===== src/rtl/mem_arbiter_if.sv =====
// Signal bundle for mem_arbiter: fetch port, load/store port and the shared memory bus.
// master is the arbiter side; slave is the requesters plus the memory.
interface mem_arbiter_if #(
    parameter int unsigned XLEN = 32
);
    logic            if_req_valid;
    logic            if_req_ready;
    logic [31:0]     if_req_adr;
    logic            if_rsp_valid;
    logic [XLEN-1:0] if_rsp_data;
    logic            if_rsp_error;
    logic            lsu_req_valid;
    logic            lsu_req_ready;
    logic            lsu_req_we;
    logic [31:0]     lsu_req_adr;
    logic [XLEN-1:0] lsu_req_data;
    logic [3:0]      lsu_req_strobe;
    logic            lsu_rsp_valid;
    logic [XLEN-1:0] lsu_rsp_data;
    logic            lsu_rsp_error;
    logic            mem_r_v;
    logic            mem_w_v;
    logic [31:0]     mem_adr;
    logic [XLEN-1:0] mem_data;
    logic [3:0]      mem_strobe;
    logic [XLEN-1:0] mem_resp;
    logic            mem_resp_valid;
    logic            mem_resp_error;

    modport master (
        input  if_req_valid, if_req_adr,
        input  lsu_req_valid, lsu_req_we, lsu_req_adr, lsu_req_data, lsu_req_strobe,
        input  mem_resp, mem_resp_valid, mem_resp_error,
        output if_req_ready, if_rsp_valid, if_rsp_data, if_rsp_error,
        output lsu_req_ready, lsu_rsp_valid, lsu_rsp_data, lsu_rsp_error,
        output mem_r_v, mem_w_v, mem_adr, mem_data, mem_strobe
    );

    modport slave (
        output if_req_valid, if_req_adr,
        output lsu_req_valid, lsu_req_we, lsu_req_adr, lsu_req_data, lsu_req_strobe,
        output mem_resp, mem_resp_valid, mem_resp_error,
        input  if_req_ready, if_rsp_valid, if_rsp_data, if_rsp_error,
        input  lsu_req_ready, lsu_rsp_valid, lsu_rsp_data, lsu_rsp_error,
        input  mem_r_v, mem_w_v, mem_adr, mem_data, mem_strobe
    );
endinterface


===== src/rtl/mem_arbiter.sv =====
// Two-port arbiter in front of the unified memory: LSU has priority, IF is forced after
// STARVE_MAX consecutive LSU grants; one transaction in flight, with a response timeout.
module mem_arbiter #(
    parameter int unsigned XLEN       = 32,
    parameter int unsigned STARVE_MAX = 4,
    parameter int unsigned TIMEOUT    = 16
) (
    input logic           clk,
    input logic           rst_n,
    mem_arbiter_if.master bus
);
    localparam logic [3:0] StarveMax   = 4'(STARVE_MAX);
    localparam logic [7:0] TimeoutLast = 8'(TIMEOUT - 1);

    typedef enum logic [1:0] {StIdle, StIssue, StWait, StResp} state_e;

    state_e          state_q, state_d;
    logic            owner_lsu_q, owner_lsu_d;
    logic            we_q, we_d;
    logic [31:0]     adr_q, adr_d;
    logic [XLEN-1:0] data_q, data_d;
    logic [3:0]      strobe_q, strobe_d;
    logic [3:0]      starve_q, starve_d;
    logic [7:0]      tcnt_q, tcnt_d;
    logic [XLEN-1:0] rsp_data_q, rsp_data_d;
    logic            rsp_err_q, rsp_err_d;
    logic            grant_lsu, grant_if;

    // Grants are gated by reset so no ready is visible while rst_n is low.
    assign grant_lsu = rst_n && (state_q == StIdle) && bus.lsu_req_valid &&
                       !(bus.if_req_valid && (starve_q == StarveMax));
    assign grant_if  = rst_n && (state_q == StIdle) && !grant_lsu && bus.if_req_valid;

    always_ff @(posedge clk) begin
        if (!rst_n) begin
            state_q     <= StIdle;
            owner_lsu_q <= 1'b0;
            we_q        <= 1'b0;
            adr_q       <= '0;
            data_q      <= '0;
            strobe_q    <= '0;
            starve_q    <= '0;
            tcnt_q      <= '0;
            rsp_data_q  <= '0;
            rsp_err_q   <= 1'b0;
        end else begin
            state_q     <= state_d;
            owner_lsu_q <= owner_lsu_d;
            we_q        <= we_d;
            adr_q       <= adr_d;
            data_q      <= data_d;
            strobe_q    <= strobe_d;
            starve_q    <= starve_d;
            tcnt_q      <= tcnt_d;
            rsp_data_q  <= rsp_data_d;
            rsp_err_q   <= rsp_err_d;
        end
    end

    always_comb begin
        state_d     = state_q;
        owner_lsu_d = owner_lsu_q;
        we_d        = we_q;
        adr_d       = adr_q;
        data_d      = data_q;
        strobe_d    = strobe_q;
        starve_d    = starve_q;
        tcnt_d      = tcnt_q;
        rsp_data_d  = rsp_data_q;
        rsp_err_d   = rsp_err_q;
        case (state_q)
            StIdle: begin
                if (grant_lsu) begin
                    owner_lsu_d = 1'b1;
                    we_d        = bus.lsu_req_we;
                    adr_d       = bus.lsu_req_adr;
                    data_d      = bus.lsu_req_data;
                    strobe_d    = bus.lsu_req_strobe;
                    if (!bus.if_req_valid) begin
                        starve_d = '0;
                    end else if (starve_q != StarveMax) begin
                        starve_d = starve_q + 4'd1;
                    end
                    state_d = StIssue;
                end else if (grant_if) begin
                    owner_lsu_d = 1'b0;
                    we_d        = 1'b0;
                    adr_d       = bus.if_req_adr;
                    data_d      = '0;
                    strobe_d    = 4'hF;
                    starve_d    = '0;
                    state_d     = StIssue;
                end
            end
            StIssue: begin
                tcnt_d = '0;
                if (we_q) begin
                    rsp_data_d = '0;
                    rsp_err_d  = bus.mem_resp_error;
                    state_d    = StResp;
                end else if (bus.mem_resp_valid) begin
                    rsp_data_d = bus.mem_resp;
                    rsp_err_d  = bus.mem_resp_error;
                    state_d    = StResp;
                end else begin
                    state_d = StWait;
                end
            end
            StWait: begin
                if (bus.mem_resp_valid) begin
                    rsp_data_d = bus.mem_resp;
                    rsp_err_d  = bus.mem_resp_error;
                    state_d    = StResp;
                end else if (tcnt_q == TimeoutLast) begin
                    rsp_data_d = '0;
                    rsp_err_d  = 1'b1;
                    state_d    = StResp;
                end else begin
                    tcnt_d = tcnt_q + 8'd1;
                end
            end
            StResp:  state_d = StIdle;
            default: state_d = StIdle;
        endcase
    end

    always_comb begin
        bus.if_req_ready  = grant_if;
        bus.lsu_req_ready = grant_lsu;
        bus.if_rsp_valid  = 1'b0;
        bus.if_rsp_data   = '0;
        bus.if_rsp_error  = 1'b0;
        bus.lsu_rsp_valid = 1'b0;
        bus.lsu_rsp_data  = '0;
        bus.lsu_rsp_error = 1'b0;
        bus.mem_r_v       = 1'b0;
        bus.mem_w_v       = 1'b0;
        bus.mem_adr       = '0;
        bus.mem_data      = '0;
        bus.mem_strobe    = '0;
        case (state_q)
            StIssue, StWait: begin
                bus.mem_r_v    = (state_q == StIssue) && !we_q;
                bus.mem_w_v    = (state_q == StIssue) && we_q;
                bus.mem_adr    = adr_q;
                bus.mem_data   = data_q;
                bus.mem_strobe = strobe_q;
            end
            StResp: begin
                if (owner_lsu_q) begin
                    bus.lsu_rsp_valid = 1'b1;
                    bus.lsu_rsp_data  = rsp_data_q;
                    bus.lsu_rsp_error = rsp_err_q;
                end else begin
                    bus.if_rsp_valid = 1'b1;
                    bus.if_rsp_data  = rsp_data_q;
                    bus.if_rsp_error = rsp_err_q;
                end
            end
            default: ;
        endcase
    end
endmodule


===== src/flat_wrapper.sv =====
// flat-port wrapper written by rule: the top's interface ports become plain ports
module mem_arbiter_flat 
#(
    parameter int unsigned XLEN       = 32,
    parameter int unsigned STARVE_MAX = 4,
    parameter int unsigned TIMEOUT    = 16
)
  (clk, rst_n, bus_if_req_valid, bus_if_req_adr, bus_lsu_req_valid, bus_lsu_req_we, bus_lsu_req_adr, bus_lsu_req_data, bus_lsu_req_strobe, bus_mem_resp, bus_mem_resp_valid, bus_mem_resp_error, bus_if_req_ready, bus_if_rsp_valid, bus_if_rsp_data, bus_if_rsp_error, bus_lsu_req_ready, bus_lsu_rsp_valid, bus_lsu_rsp_data, bus_lsu_rsp_error, bus_mem_r_v, bus_mem_w_v, bus_mem_adr, bus_mem_data, bus_mem_strobe);
  mem_arbiter_if #(.XLEN(XLEN)) bus_i ();
  input logic clk;
  input logic rst_n;
  input wire logic [$bits(bus_i.if_req_valid)-1:0] bus_if_req_valid;
  input wire logic [$bits(bus_i.if_req_adr)-1:0] bus_if_req_adr;
  input wire logic [$bits(bus_i.lsu_req_valid)-1:0] bus_lsu_req_valid;
  input wire logic [$bits(bus_i.lsu_req_we)-1:0] bus_lsu_req_we;
  input wire logic [$bits(bus_i.lsu_req_adr)-1:0] bus_lsu_req_adr;
  input wire logic [$bits(bus_i.lsu_req_data)-1:0] bus_lsu_req_data;
  input wire logic [$bits(bus_i.lsu_req_strobe)-1:0] bus_lsu_req_strobe;
  input wire logic [$bits(bus_i.mem_resp)-1:0] bus_mem_resp;
  input wire logic [$bits(bus_i.mem_resp_valid)-1:0] bus_mem_resp_valid;
  input wire logic [$bits(bus_i.mem_resp_error)-1:0] bus_mem_resp_error;
  output wire logic [$bits(bus_i.if_req_ready)-1:0] bus_if_req_ready;
  output wire logic [$bits(bus_i.if_rsp_valid)-1:0] bus_if_rsp_valid;
  output wire logic [$bits(bus_i.if_rsp_data)-1:0] bus_if_rsp_data;
  output wire logic [$bits(bus_i.if_rsp_error)-1:0] bus_if_rsp_error;
  output wire logic [$bits(bus_i.lsu_req_ready)-1:0] bus_lsu_req_ready;
  output wire logic [$bits(bus_i.lsu_rsp_valid)-1:0] bus_lsu_rsp_valid;
  output wire logic [$bits(bus_i.lsu_rsp_data)-1:0] bus_lsu_rsp_data;
  output wire logic [$bits(bus_i.lsu_rsp_error)-1:0] bus_lsu_rsp_error;
  output wire logic [$bits(bus_i.mem_r_v)-1:0] bus_mem_r_v;
  output wire logic [$bits(bus_i.mem_w_v)-1:0] bus_mem_w_v;
  output wire logic [$bits(bus_i.mem_adr)-1:0] bus_mem_adr;
  output wire logic [$bits(bus_i.mem_data)-1:0] bus_mem_data;
  output wire logic [$bits(bus_i.mem_strobe)-1:0] bus_mem_strobe;
  assign bus_i.if_req_valid = bus_if_req_valid;
  assign bus_i.if_req_adr = bus_if_req_adr;
  assign bus_i.lsu_req_valid = bus_lsu_req_valid;
  assign bus_i.lsu_req_we = bus_lsu_req_we;
  assign bus_i.lsu_req_adr = bus_lsu_req_adr;
  assign bus_i.lsu_req_data = bus_lsu_req_data;
  assign bus_i.lsu_req_strobe = bus_lsu_req_strobe;
  assign bus_i.mem_resp = bus_mem_resp;
  assign bus_i.mem_resp_valid = bus_mem_resp_valid;
  assign bus_i.mem_resp_error = bus_mem_resp_error;
  assign bus_if_req_ready = bus_i.if_req_ready;
  assign bus_if_rsp_valid = bus_i.if_rsp_valid;
  assign bus_if_rsp_data = bus_i.if_rsp_data;
  assign bus_if_rsp_error = bus_i.if_rsp_error;
  assign bus_lsu_req_ready = bus_i.lsu_req_ready;
  assign bus_lsu_rsp_valid = bus_i.lsu_rsp_valid;
  assign bus_lsu_rsp_data = bus_i.lsu_rsp_data;
  assign bus_lsu_rsp_error = bus_i.lsu_rsp_error;
  assign bus_mem_r_v = bus_i.mem_r_v;
  assign bus_mem_w_v = bus_i.mem_w_v;
  assign bus_mem_adr = bus_i.mem_adr;
  assign bus_mem_data = bus_i.mem_data;
  assign bus_mem_strobe = bus_i.mem_strobe;
  mem_arbiter #(.XLEN(XLEN), .STARVE_MAX(STARVE_MAX), .TIMEOUT(TIMEOUT)) u_core (.clk(clk), .rst_n(rst_n), .bus(bus_i));
endmodule

===== config.mk =====
export PLATFORM = sky130hd
export DESIGN_NAME = mem_arbiter_flat
export DESIGN_NICKNAME = d
export VERILOG_FILES = /design/src/rtl/mem_arbiter_if.sv /design/src/rtl/mem_arbiter.sv /design/src/flat_wrapper.sv
export SDC_FILE = /design/constraint.sdc
export NUM_CORES = 1
export LEC_CHECK = 0
export ABC_AREA = 1
export CAP_MARGIN = 20
export CORE_AREA = 2 2 166 87
export DETAILED_ROUTE_END_ITERATION = 10
export DIE_AREA = 0 0 168 89
export PLACE_DENSITY_LB_ADDON = 0.3
export SLEW_MARGIN = 20
export SYNTH_ARGS = -nofsm -noshare
export SYNTH_HDL_FRONTEND = slang
export SYNTH_SLANG_ARGS = --single-unit

===== constraint.sdc =====
create_clock -name clk -period 5.55 [get_ports clk]
set_input_delay 1.665 -clock clk [delete_from_list [all_inputs] [get_ports clk]]
set_output_delay 1.665 -clock clk [all_outputs]
set_load 0.02 [all_outputs]

==> results of run 1 <==
cells in the final DEF (no fill, tap or decap):
cell type,synthesis,final
nand2_1,302,300
clkdlybuf4s50_1,0,278
inv_1,158,156
dfxtp_1,117,117
nor2_1,99,99
a21oi_1,77,77
nand3_1,73,73
nand4_1,34,34
clkbuf_16,0,17
o21ai_0,11,11
ha_1,8,7
buf_4,9,6
clkbuf_8,0,5
inv_2,2,3
nand2_2,1,3
clkinv_2,0,3
clkinvlp_4,0,3
xor2_1,2,2
bufinv_16,0,2
clkinv_1,0,1
o21ai_4,0,1
nand3_2,1,1
o21bai_1,1,1
o21bai_4,1,1
a21oi_2,1,1
nor3_1,1,1
o31ai_1,1,1
o211ai_1,1,1
a22oi_1,1,1
ha_2,0,1
clkbuf_1,32,1
buf_12,0,1
flip-flops by register name, indices dropped and copies added, names as in the netlist:
signal,count
u_core.tcnt_q,8
u_core.adr_q,32
u_core.starve_q,4
u_core.strobe_q,4
u_core.we_q,1
u_core.owner_lsu_q,1
u_core.rsp_err_q,1
u_core.data_q,32
u_core.rsp_data_q,32
u_core.state_q,2
through the flow:
step	total power, W	setup WS (ns)	std cells
after global placement	0.00241	0.682	1354
final	0.00352	0.607	1385
after CTS	0.00354	0.654	1385
after floorplan	0.00199	1.61	952
after global routing	0.00374	0.588	1385
after detailed placement	0.00244	0.654	1354
layout make-up:
class	count	area share
Timing Repair Buffer	285	0.305
Multi-Input combinational cell	616	0.293
Clock buffer	23	0.0533
Clock inverter	8	0.0104
Inverter	160	0.0642
Tap cell	176	0.0236
Sequential cell	117	0.251
logic make-up after synthesis:
logic type | Yosys count | share of synthesized area
AOI/OAI and AO/OA | 95 | 0.0852
xor gates and xnor gates | 2 | 0.00295
adders and majority gates | 8 | 0.0168
buffers and inverters | 219 | 0.147
DFF | 117 | 0.394
and+or+nand+nor | 511 | 0.354
power breakdown:
part	leakage (nW)	internal (W)	switching [W]
logic	3.01	0.000484	0.000828
registers	0.955	0.00102	0.0000964
clock network	0.287	0.000716	0.000372
how the worst max path moves through the flow:
stage | cells after the start | slack, ns | to
6_report | 5 | 0.61 | bus_lsu_req_ready
5_1_grt | 5 | 0.59 | bus_lsu_req_ready
4_1_cts | 5 | 0.65 | bus_lsu_req_ready
3_5_place_dp | 5 | 0.65 | bus_lsu_req_ready
3_3_place_gp | 5 | 0.68 | bus_lsu_req_ready
2_1_floorplan | 5 | 1.61 | bus_lsu_req_ready
per-layer routing:
layer / routed length (um) / vias up
met5: 0 / -
met4: 443 / 0
met3: 1070 / 35
met2: 9090 / 218
met1: 7520 / 3001
li1: - / 3393
synth_stat cells:
cell and count:
a22oi_1 1, inv_2 2, o21ai_2 1, nand3_1 73
xor2_1 2, buf_4 9, nand2_2 1, nand2_1 302
o21ai_0 11, a21oi_1 77, o21bai_4 1, o211ai_1 1
o31ai_1 1, buf_1 3, buf_2 15, inv_1 158
ha_1 8, nor2_1 99, nor3_1 1, nand3_2 1
dfxtp_1 117, nand4_1 34, clkbuf_1 32, a21oi_2 1
o21bai_1 1
worst reg2reg max path: cells and delay by family, from the launching register on:
| kind | cells | cell delay [ns] |
|---|---|---|
| fa+ha+maj | 1 | 0.87 |
| buf+inv | 4 | 0.82 |
| flops | 1 | 0.37 |
| simple gates | 2 | 0.69 |
| compound gates | 2 | 0.20 |
==> results.py, run 1 <==
metrics = {
    "floorplan": {
        "core_area_um2": 13300,
        "initial_core_util": 0.446,
        "die-width_um": 168,
        "die-area_um2": 15000,
        "io_pins": 279,
        "die_h_um": 89,
        "rows": 30,
    },
    "place": {
        "gp_congestion": 0.865,
        "place_area_um2": 8750,
        "portBuffers": 278,
        "hpwlAfterDp_um": 12600,
    },
    "synth": {
        "synth_area_um2": 5950,
        "syn-num-nets": 1099,
        "ys_seq_elements": 117,
        "synth_area_per_cell_um2": 6.25,
        "synth_cells": 952,
        "yosysWarnings": 0,
        "synth_seq_area_share": 0.394,
        "synth_top_area_cell": "dfxtp_1",
        "yosysTopAreaCellShare": 0.394,
        "synthTopCellsByArea": "dfxtp_1, nand2_1, inv_1",
        "synth_cell_types": 25,
    },
    "critical_path": {
        "cp-end-kind": "output pin",
        "cp_num_buf_inv": 3,
        "critPathTopFamily": "buffers and inverters",
        "critPathLaunchType": "input port",
        "rr_startpoint": "u_core.state_q[0]",
        "cpPeakStageDelay_ns": 0.64,
        "path_cells": "clkdlybuf4s50_1 -> nand4_1 -> nand3_1 -> inv_2 -> clkdlybuf4s50_1",
        "r2r_cells": 9,
        "crit_required_ns": 3.88,
        "critPathMaxFanout": 4,
        "r2r_slack_ns": 2.45,
        "startpoint": "bus_if_req_valid",
        "slowest_stage": "clkdlybuf4s50_1",
        "critPathArrivalTime_ns": 3.28,
        "crit_path_frequent_cell": "clkdlybuf4s50_1",
        "r2r-end": "u_core.rsp_data_q[23]",
        "path_class": "in2out",
    },
    "power_and_ir_drop": {
        "powerDensity_nw_per_um2": 376,
        "ir_drop_mv": 0.261,
        "leakagePower_nw": 4.26,
    },
    "finish": {
        "utilization": 0.702,
        "num-nets-final": 1344,
        "area_delta_synth_final_pct": 57.3,
        "fill_cells": 1126,
        "final_cell_area_um2": 9350,
        "regArea_um2": 2340,
        "n_antenna_cell": 0,
        "multi_input_area_um2": 2740,
        "drive_gt1_frac": 0.0397,
    },
    "global_route": {
        "grt_usage": 0.234,
        "use_met1": 0.276,
        "antenna_found_initial": 0,
        "grt_overflow": 0,
        "top_usage_layer": "met2",
        "grt_pass1_vias": 6052,
        "grt_pass1_wl_um": 28800,
        "use_met2": 0.435,
        "grt_use_met3": 0.0474,
        "grt_max_degree": 67,
    },
    "clock_tree": {
        "tritoncts": "done",
        "clk_latency_ns": 0.40,
        "ctsResizeCount": 0,
        "cts-htree-levels": 4,
        "post-cts-setup-buffer-count": 0,
        "clkSinkCount": 117,
        "clockBufferDepth": 2,
        "numCtsBuffers": 17,
        "holdBufCountCts": 0,
        "root_buffer": "clkbuf_16",
        "clk_pin_slew_ns": 0.05,
    },
    "timing": {
        "period_share": 0.891,
        "tightestPinTransition_ns": 1.04,
        "setup_viol_count_final": 0,
        "rsz0062_at_grt": "false",
        "final_hold_viol_count": 0,
        "period_minus_slack_ns": 4.94,
        "drv_slew": 0,
        "setup_tns_ns": 0,
        "max_slew_margin": 0.304,
        "fmax_ghz": 0.202,
        "fin_worst_skew_ns": 0.0120,
        "hold_slack_ns": 0.463,
    },
    "route": {
        "drtIter0Drc": 410,
        "vias_per_cell": 4.80,
        "wl_per_cell_um": 13.1,
        "drcViolationCount": 0,
        "via_count": 6647,
        "wirelength_um": 18100,
        "antenna_left": 0,
        "drt-pass1-iter-count": 5,
    },
    "min_path": {
        "hold_path.class": "reg2reg",
        "hold_end": "u_core.rsp_data_q[14]",
        "hold_start": "u_core.rsp_data_q[14]",
        "holdPathStages": 2,
    },
    "outcome": {
        "status": "completed",
    },
    "flow_run": {
        "drv_cap": 0,
    },
}
Note: power is estimated with default switching activity, not from simulation.
==> inputs of run 2 (changes only) <==
--- a/config.mk
+++ b/config.mk
@@ -7,9 +7,10 @@
 export LEC_CHECK = 0
 export ABC_AREA = 1
 export CAP_MARGIN = 20
-export CORE_AREA = 2 2 166 87
+export CORE_AREA = 2 2 138 73
 export DETAILED_ROUTE_END_ITERATION = 10
-export DIE_AREA = 0 0 168 89
+export DIE_AREA = 0 0 140 75
+export DONT_BUFFER_PORTS = 1
 export PLACE_DENSITY_LB_ADDON = 0.3
 export SLEW_MARGIN = 20
 export SYNTH_ARGS = -nofsm -noshare
==> run 2 against run 1 <==
Effect of this change: the flow now finishes with violations (design-rule violations); sequential power about the same; final area decreased by 30%; worst setup slack improved by 0.82 ns; via count decreased by 15%; total power decreased by 4.2%; largest power group is now the clock network; combinational power decreased by 21%; count of clock-buffer cells in the layout decreased by 4; final cell count decreased by 24%; first-iteration DRC count increased by 8.0%.
==> results.py, run 2 (synthesis gave the netlist of run 1 again) <==
metrics = {
    "outcome": {
        "violations": "design-rule violations",
        "status": "finished, violations left",
    },
    "place": {
        "gp_congestion": 0.938,
        "portBuffers": 0,
        "hpwlAfterDp_um": 10500,
    },
    "route": {
        "drcViolationCount": 13,
        "vias_per_cell": 5.37,
        "wl_per_cell_um": 14.5,
        "wirelength_um": 15200,
        "antenna_left": 0,
        "drt-pass1-iter-count": 10,
        "drtIter0Drc": 443,
        "via_count": 5654,
    },
    "timing": {
        "tightestPinTransition_ns": 1.02,
        "period_minus_slack_ns": 4.12,
        "drv_slew": 0,
        "fmax_ghz": 0.243,
        "rsz0062_at_grt": "false",
        "fin_worst_skew_ns": 0.00771,
        "hold_slack_ns": 0.464,
        "max_slew_margin": 0.316,
        "setup_viol_count_final": 0,
        "period_share": 0.743,
        "final_hold_viol_count": 0,
        "setup_tns_ns": 0,
    },
    "critical_path": {
        "r2r_slack_ns": 2.76,
        "path_class": "reg2out",
        "r2r-end": "u_core.rsp_data_q[23]",
        "critPathArrivalTime_ns": 2.46,
        "critPathLaunchType": "flop",
        "crit_required_ns": 3.88,
        "r2r_cells": 8,
        "cp-end-kind": "output pin",
        "rr_startpoint": "u_core.state_q[1]",
        "critPathMaxFanout": 40,
    },
    "clock_tree": {
        "numCtsBuffers": 17,
        "post-cts-setup-buffer-count": 0,
        "ctsResizeCount": 0,
        "clockBufferDepth": 2,
        "holdBufCountCts": 0,
        "clk_pin_slew_ns": 0.05,
        "clkSinkCount": 117,
        "cts-htree-levels": 4,
        "root_buffer": "clkbuf_16",
        "clk_latency_ns": 0.40,
        "tritoncts": "done",
    },
    "finish": {
        "drive_gt1_frac": 0.0526,
        "num-nets-final": 1065,
        "multi_input_area_um2": 2740,
        "final_common_cell": "nand2_1",
        "reg_top3": "u_core.adr_q: 32 flops, u_core.data_q: 32 flops, u_core.rsp_data_q: 32 flops",
        "fill_cells": 780,
        "layout_common_cells": "nand2_1, inv_1, dfxtp_1, nor2_1, a21oi_1",
        "area_delta_synth_final_pct": 9.97,
        "regArea_um2": 2340,
        "n_antenna_cell": 0,
    },
    "floorplan": {
        "die-area_um2": 10500,
        "io_pins": 279,
        "core_area_um2": 9230,
        "initial_core_util": 0.644,
        "die-width_um": 140,
        "rows": 25,
        "die_h_um": 75,
    },
    "flow_run": {
        "drv_cap": 0,
    },
    "global_route": {
        "grt_pass1_vias": 4608,
        "grt_pass1_wl_um": 22700,
        "antenna_found_initial": 0,
        "grt_usage": 0.272,
        "grt_max_degree": 67,
        "grt_overflow": 0,
    },
    "power_and_ir_drop": {
        "ir_drop_mv": 0.271,
        "powerDensity_nw_per_um2": 516,
        "leakagePower_nw": 3.27,
    },
    "min_path": {
        "hold_path.class": "reg2reg",
        "holdPathStages": 2,
        "hold_start": "u_core.rsp_data_q[29]",
        "hold_end": "u_core.rsp_data_q[29]",
    },
}
## run 2: worst max-delay path by stage
stage,startpoint,endpoint,slack [ns],cells after the start
finish,u_core.state_q[1],bus_mem_data[1],1.43,5
global route,u_core.state_q[1],bus_mem_adr[30],1.26,5
CTS,u_core.state_q[1],bus_mem_adr[30],1.43,5
detailed placement,rst_n,bus_if_req_ready,1.60,4
global placement,rst_n,bus_if_req_ready,1.62,4
floorplan,bus_if_req_valid,bus_lsu_req_ready,1.61,5
## run 2: where the power goes
part	switching, W	internal, W	leakage, nW
clock network	0.000382	0.000819	0.319
logic	0.000777	0.000267	1.99
registers	0.000104	0.00102	0.955
## run 2: metrics by stage
step | instance area (um^2) | instances | setup slack (ns) | total power, W | utilization
after floorplan | 5950 | 952 | 1.61 | 0.00199 | -
after global placement | 5880 | 1020 | 1.62 | 0.00214 | 0.637
after detailed placement | 5880 | 1020 | 1.60 | 0.00216 | 0.637
after CTS | 6530 | 1052 | 1.43 | 0.00337 | 0.708
after global routing | 6540 | 1052 | 1.26 | 0.00357 | 0.709
final | 6540 | 1052 | 1.43 | 0.00337 | 0.709
## run 2: area by class of cell
class	count	share of cell area
inverters	160	0.0918
clock inverters	13	0.0310
well taps	121	0.0232
clock buffers	19	0.0693
flip-flops and latches	117	0.358
repair buffers	6	0.00689
multi-input cells	616	0.420
## run 2: metal layers
metal,wire [um],global-route usage
met3,1260,0.0738
met2,6860,0.433
met1,6980,0.371
met5,0,0
met4,129,0.0786
## run 2: worst max-delay path, stage by stage, from the launching register on
cell and delay [ns]:
dfxtp_1 0.38, inv_1 0.11, ha_2 0.78, buf_4 0.47, nand2_1 0.11, inv_1 0.17
==> inputs of run 3 (changes only) <==
--- a/config.mk
+++ b/config.mk
@@ -7,9 +7,9 @@
 export LEC_CHECK = 0
 export ABC_AREA = 1
 export CAP_MARGIN = 20
-export CORE_AREA = 2 2 138 73
+export CORE_AREA = 2 2 140 74
 export DETAILED_ROUTE_END_ITERATION = 10
-export DIE_AREA = 0 0 140 75
+export DIE_AREA = 0 0 142 76
 export DONT_BUFFER_PORTS = 1
 export PLACE_DENSITY_LB_ADDON = 0.3
 export SLEW_MARGIN = 20
==> constraint.sdc (replaced) <==
create_clock -name clk -period 4.2 [get_ports clk]
set_input_delay 1.26 -clock clk [delete_from_list [all_inputs] [get_ports clk]]
set_output_delay 1.26 -clock clk [all_outputs]
set_load 0.02 [all_outputs]
==> run 3 against run 2 <==
Effect of this change: the run now ends clean; critical path depth unchanged; first-iteration DRC count decreased by 13%; sequential power grew 31%; clock skew up 0.0040 ns; utilization down 3.6 points; largest power group unchanged; highest routed layer unchanged.
==> results.py, run 3 (synthesis gave the netlist of run 1 again) <==
metrics = {
    "clock_tree": {
        "numCtsBuffers": 17,
        "cts-htree-levels": 4,
        "holdBufCountCts": 0,
        "clk_pin_slew_ns": 0.05,
        "post-cts-setup-buffer-count": 0,
        "tritoncts": "done",
        "ctsResizeCount": 0,
        "root_buffer": "clkbuf_16",
        "clkSinkCount": 117,
        "clockBufferDepth": 2,
        "clk_latency_ns": 0.41,
    },
    "place": {
        "place_area_um2": 5910,
        "portBuffers": 0,
        "hpwlAfterDp_um": 10200,
        "dp.cells": 1025,
        "gp_congestion": 0.890,
    },
    "global_route": {
        "grt_max_degree": 67,
        "antenna_found_initial": 0,
        "grt_pass1_wl_um": 23600,
        "grt_usage": 0.269,
        "grt_pass1_vias": 4972,
        "grt_overflow": 0,
    },
    "floorplan": {
        "initial_core_util": 0.611,
        "io_pins": 279,
        "die-width_um": 142,
        "die_h_um": 76,
        "rows": 26,
        "die-area_um2": 10800,
        "core_area_um2": 9730,
    },
    "finish": {
        "area_delta_synth_final_pct": 10.0,
        "final_cells": 1058,
        "final_common_cell": "nand2_1",
        "num-nets-final": 1066,
        "drive_gt1_frac": 0.0483,
        "utilization": 0.672,
        "layout_common_cells": "nand2_1, inv_1, dfxtp_1, nor2_1, a21oi_1",
        "reg_top3": "u_core.adr_q: 32 flops, u_core.data_q: 32 flops, u_core.rsp_data_q: 32 flops",
        "final_cell_area_um2": 6540,
        "n_antenna_cell": 0,
    },
    "critical_path": {
        "critPathMaxFanout": 39,
        "cp-end-kind": "output pin",
        "slowest_stage": "ha_2",
        "crit_required_ns": 2.94,
        "path_class": "reg2out",
        "critPathTopFamily": "adder cells",
        "critPathArrivalTime_ns": 2.26,
        "crit_path_frequent_cell": "inv_1",
        "cpPeakStageDelay_ns": 0.83,
        "cp_num_buf_inv": 3,
        "path_cells": "inv_1 -> ha_2 -> buf_12 -> nand2_1 -> inv_1",
        "critPathLaunchType": "flop",
    },
    "timing": {
        "tightestPinTransition_ns": 1.10,
        "setup_tns_ns": 0,
        "max_slew_margin": 0.268,
        "fmax_ghz": 0.284,
        "final_hold_viol_count": 0,
        "rsz0062_at_grt": "false",
        "period_minus_slack_ns": 3.52,
        "fin_worst_skew_ns": 0.0117,
        "period_share": 0.837,
        "drv_slew": 0,
        "setup_viol_count_final": 0,
    },
    "power_and_ir_drop": {
        "pwr-share-seq": 0.337,
        "leakagePower_nw": 3.27,
        "p_comb_frac": 0.320,
        "p_int_w": 0.00275,
        "clkPwrFrac": 0.343,
        "total_power_w": 0.00440,
        "ir_drop_mv": 0.344,
        "powerDensity_nw_per_um2": 672,
        "net-switching-power_w": 0.00165,
        "switching_share": 0.376,
    },
    "route": {
        "antenna_left": 0,
        "wirelength_um": 14800,
        "wl_per_cell_um": 14.0,
        "via_count": 5571,
        "drtIter0Drc": 387,
        "drt-pass1-iter-count": 5,
        "vias_per_cell": 5.27,
        "drcViolationCount": 0,
    },
    "flow_run": {
        "drv_cap": 0,
    },
    "outcome": {
        "status": "completed",
    },
    "min_path": {
        "hold_path.class": "reg2reg",
    },
}
run 3: cell types whose count changed in the layout (fill, tap and decap cells not counted), sizes merged:
cell,previous run,this run
clkbuf,19,22
inv,161,160
clkinvlp,2,1
bufinv,5,4
buf,6,7
run 3: layout make-up:
cell class / count / area, um^2
clock inverters: 10 / 153
multi-input cells: 616 / 2740
flip-flops and latches: 117 / 2340
inverters: 160 / 601
clock buffers: 22 / 464
well taps: 126 / 158
fillers: 872 / 3190
repair buffers: 7 / 85.1
run 3: power by group through the flow:
stage	Combinational, W	Sequential, W	Clock [W]
3_5_place_dp	0.00139	0.00149	0
3_3_place_gp	0.00137	0.00149	0
4_1_cts	0.00140	0.00148	0.00152
6_report	0.00141	0.00148	0.00151
2_1_floorplan	0.00116	0.00146	0
5_1_grt	0.00159	0.00151	0.00159
run 3: per-layer routing:
layer | track usage | vias up | wire, um
li1 | - | 2838 | -
met1 | 0.361 | 2501 | 6950
met2 | 0.413 | 216 | 6570
met3 | 0.0918 | 16 | 1070
met4 | 0.0820 | 0 | 188
met5 | 0 | - | 0
run 3: worst paths after layout:
kind	startpoint	to	slack, ns	cells after the start
min reg2reg	u_core.data_q[22]	u_core.data_q[22]	0.46	2
max reg2reg	u_core.state_q[0]	u_core.rsp_data_q[26]	1.37	8
min	u_core.data_q[22]	u_core.data_q[22]	0.46	2
max	u_core.state_q[0]	bus_mem_data[19]	0.68	5
run 3: worst register-to-register path, stage by stage, from the launching register on:
cell and delay, ns:
dfxtp_1 0.37, inv_1 0.13, ha_2 0.83, inv_1 0.15, a21oi_2 0.13, buf_4 0.35, nand2_2 0.45, nand2_1 0.22
a21oi_1 0.08
run 3: metrics by stage:
step / hold slack (ns) / worst slack (ns)
final: 0.463 / 0.684
after global routing: 0.480 / 0.525
after CTS: 0.464 / 0.660
after detailed placement: 0.456 / 1.04
after global placement: 0.454 / 1.06
after floorplan: 0.444 / 1.07
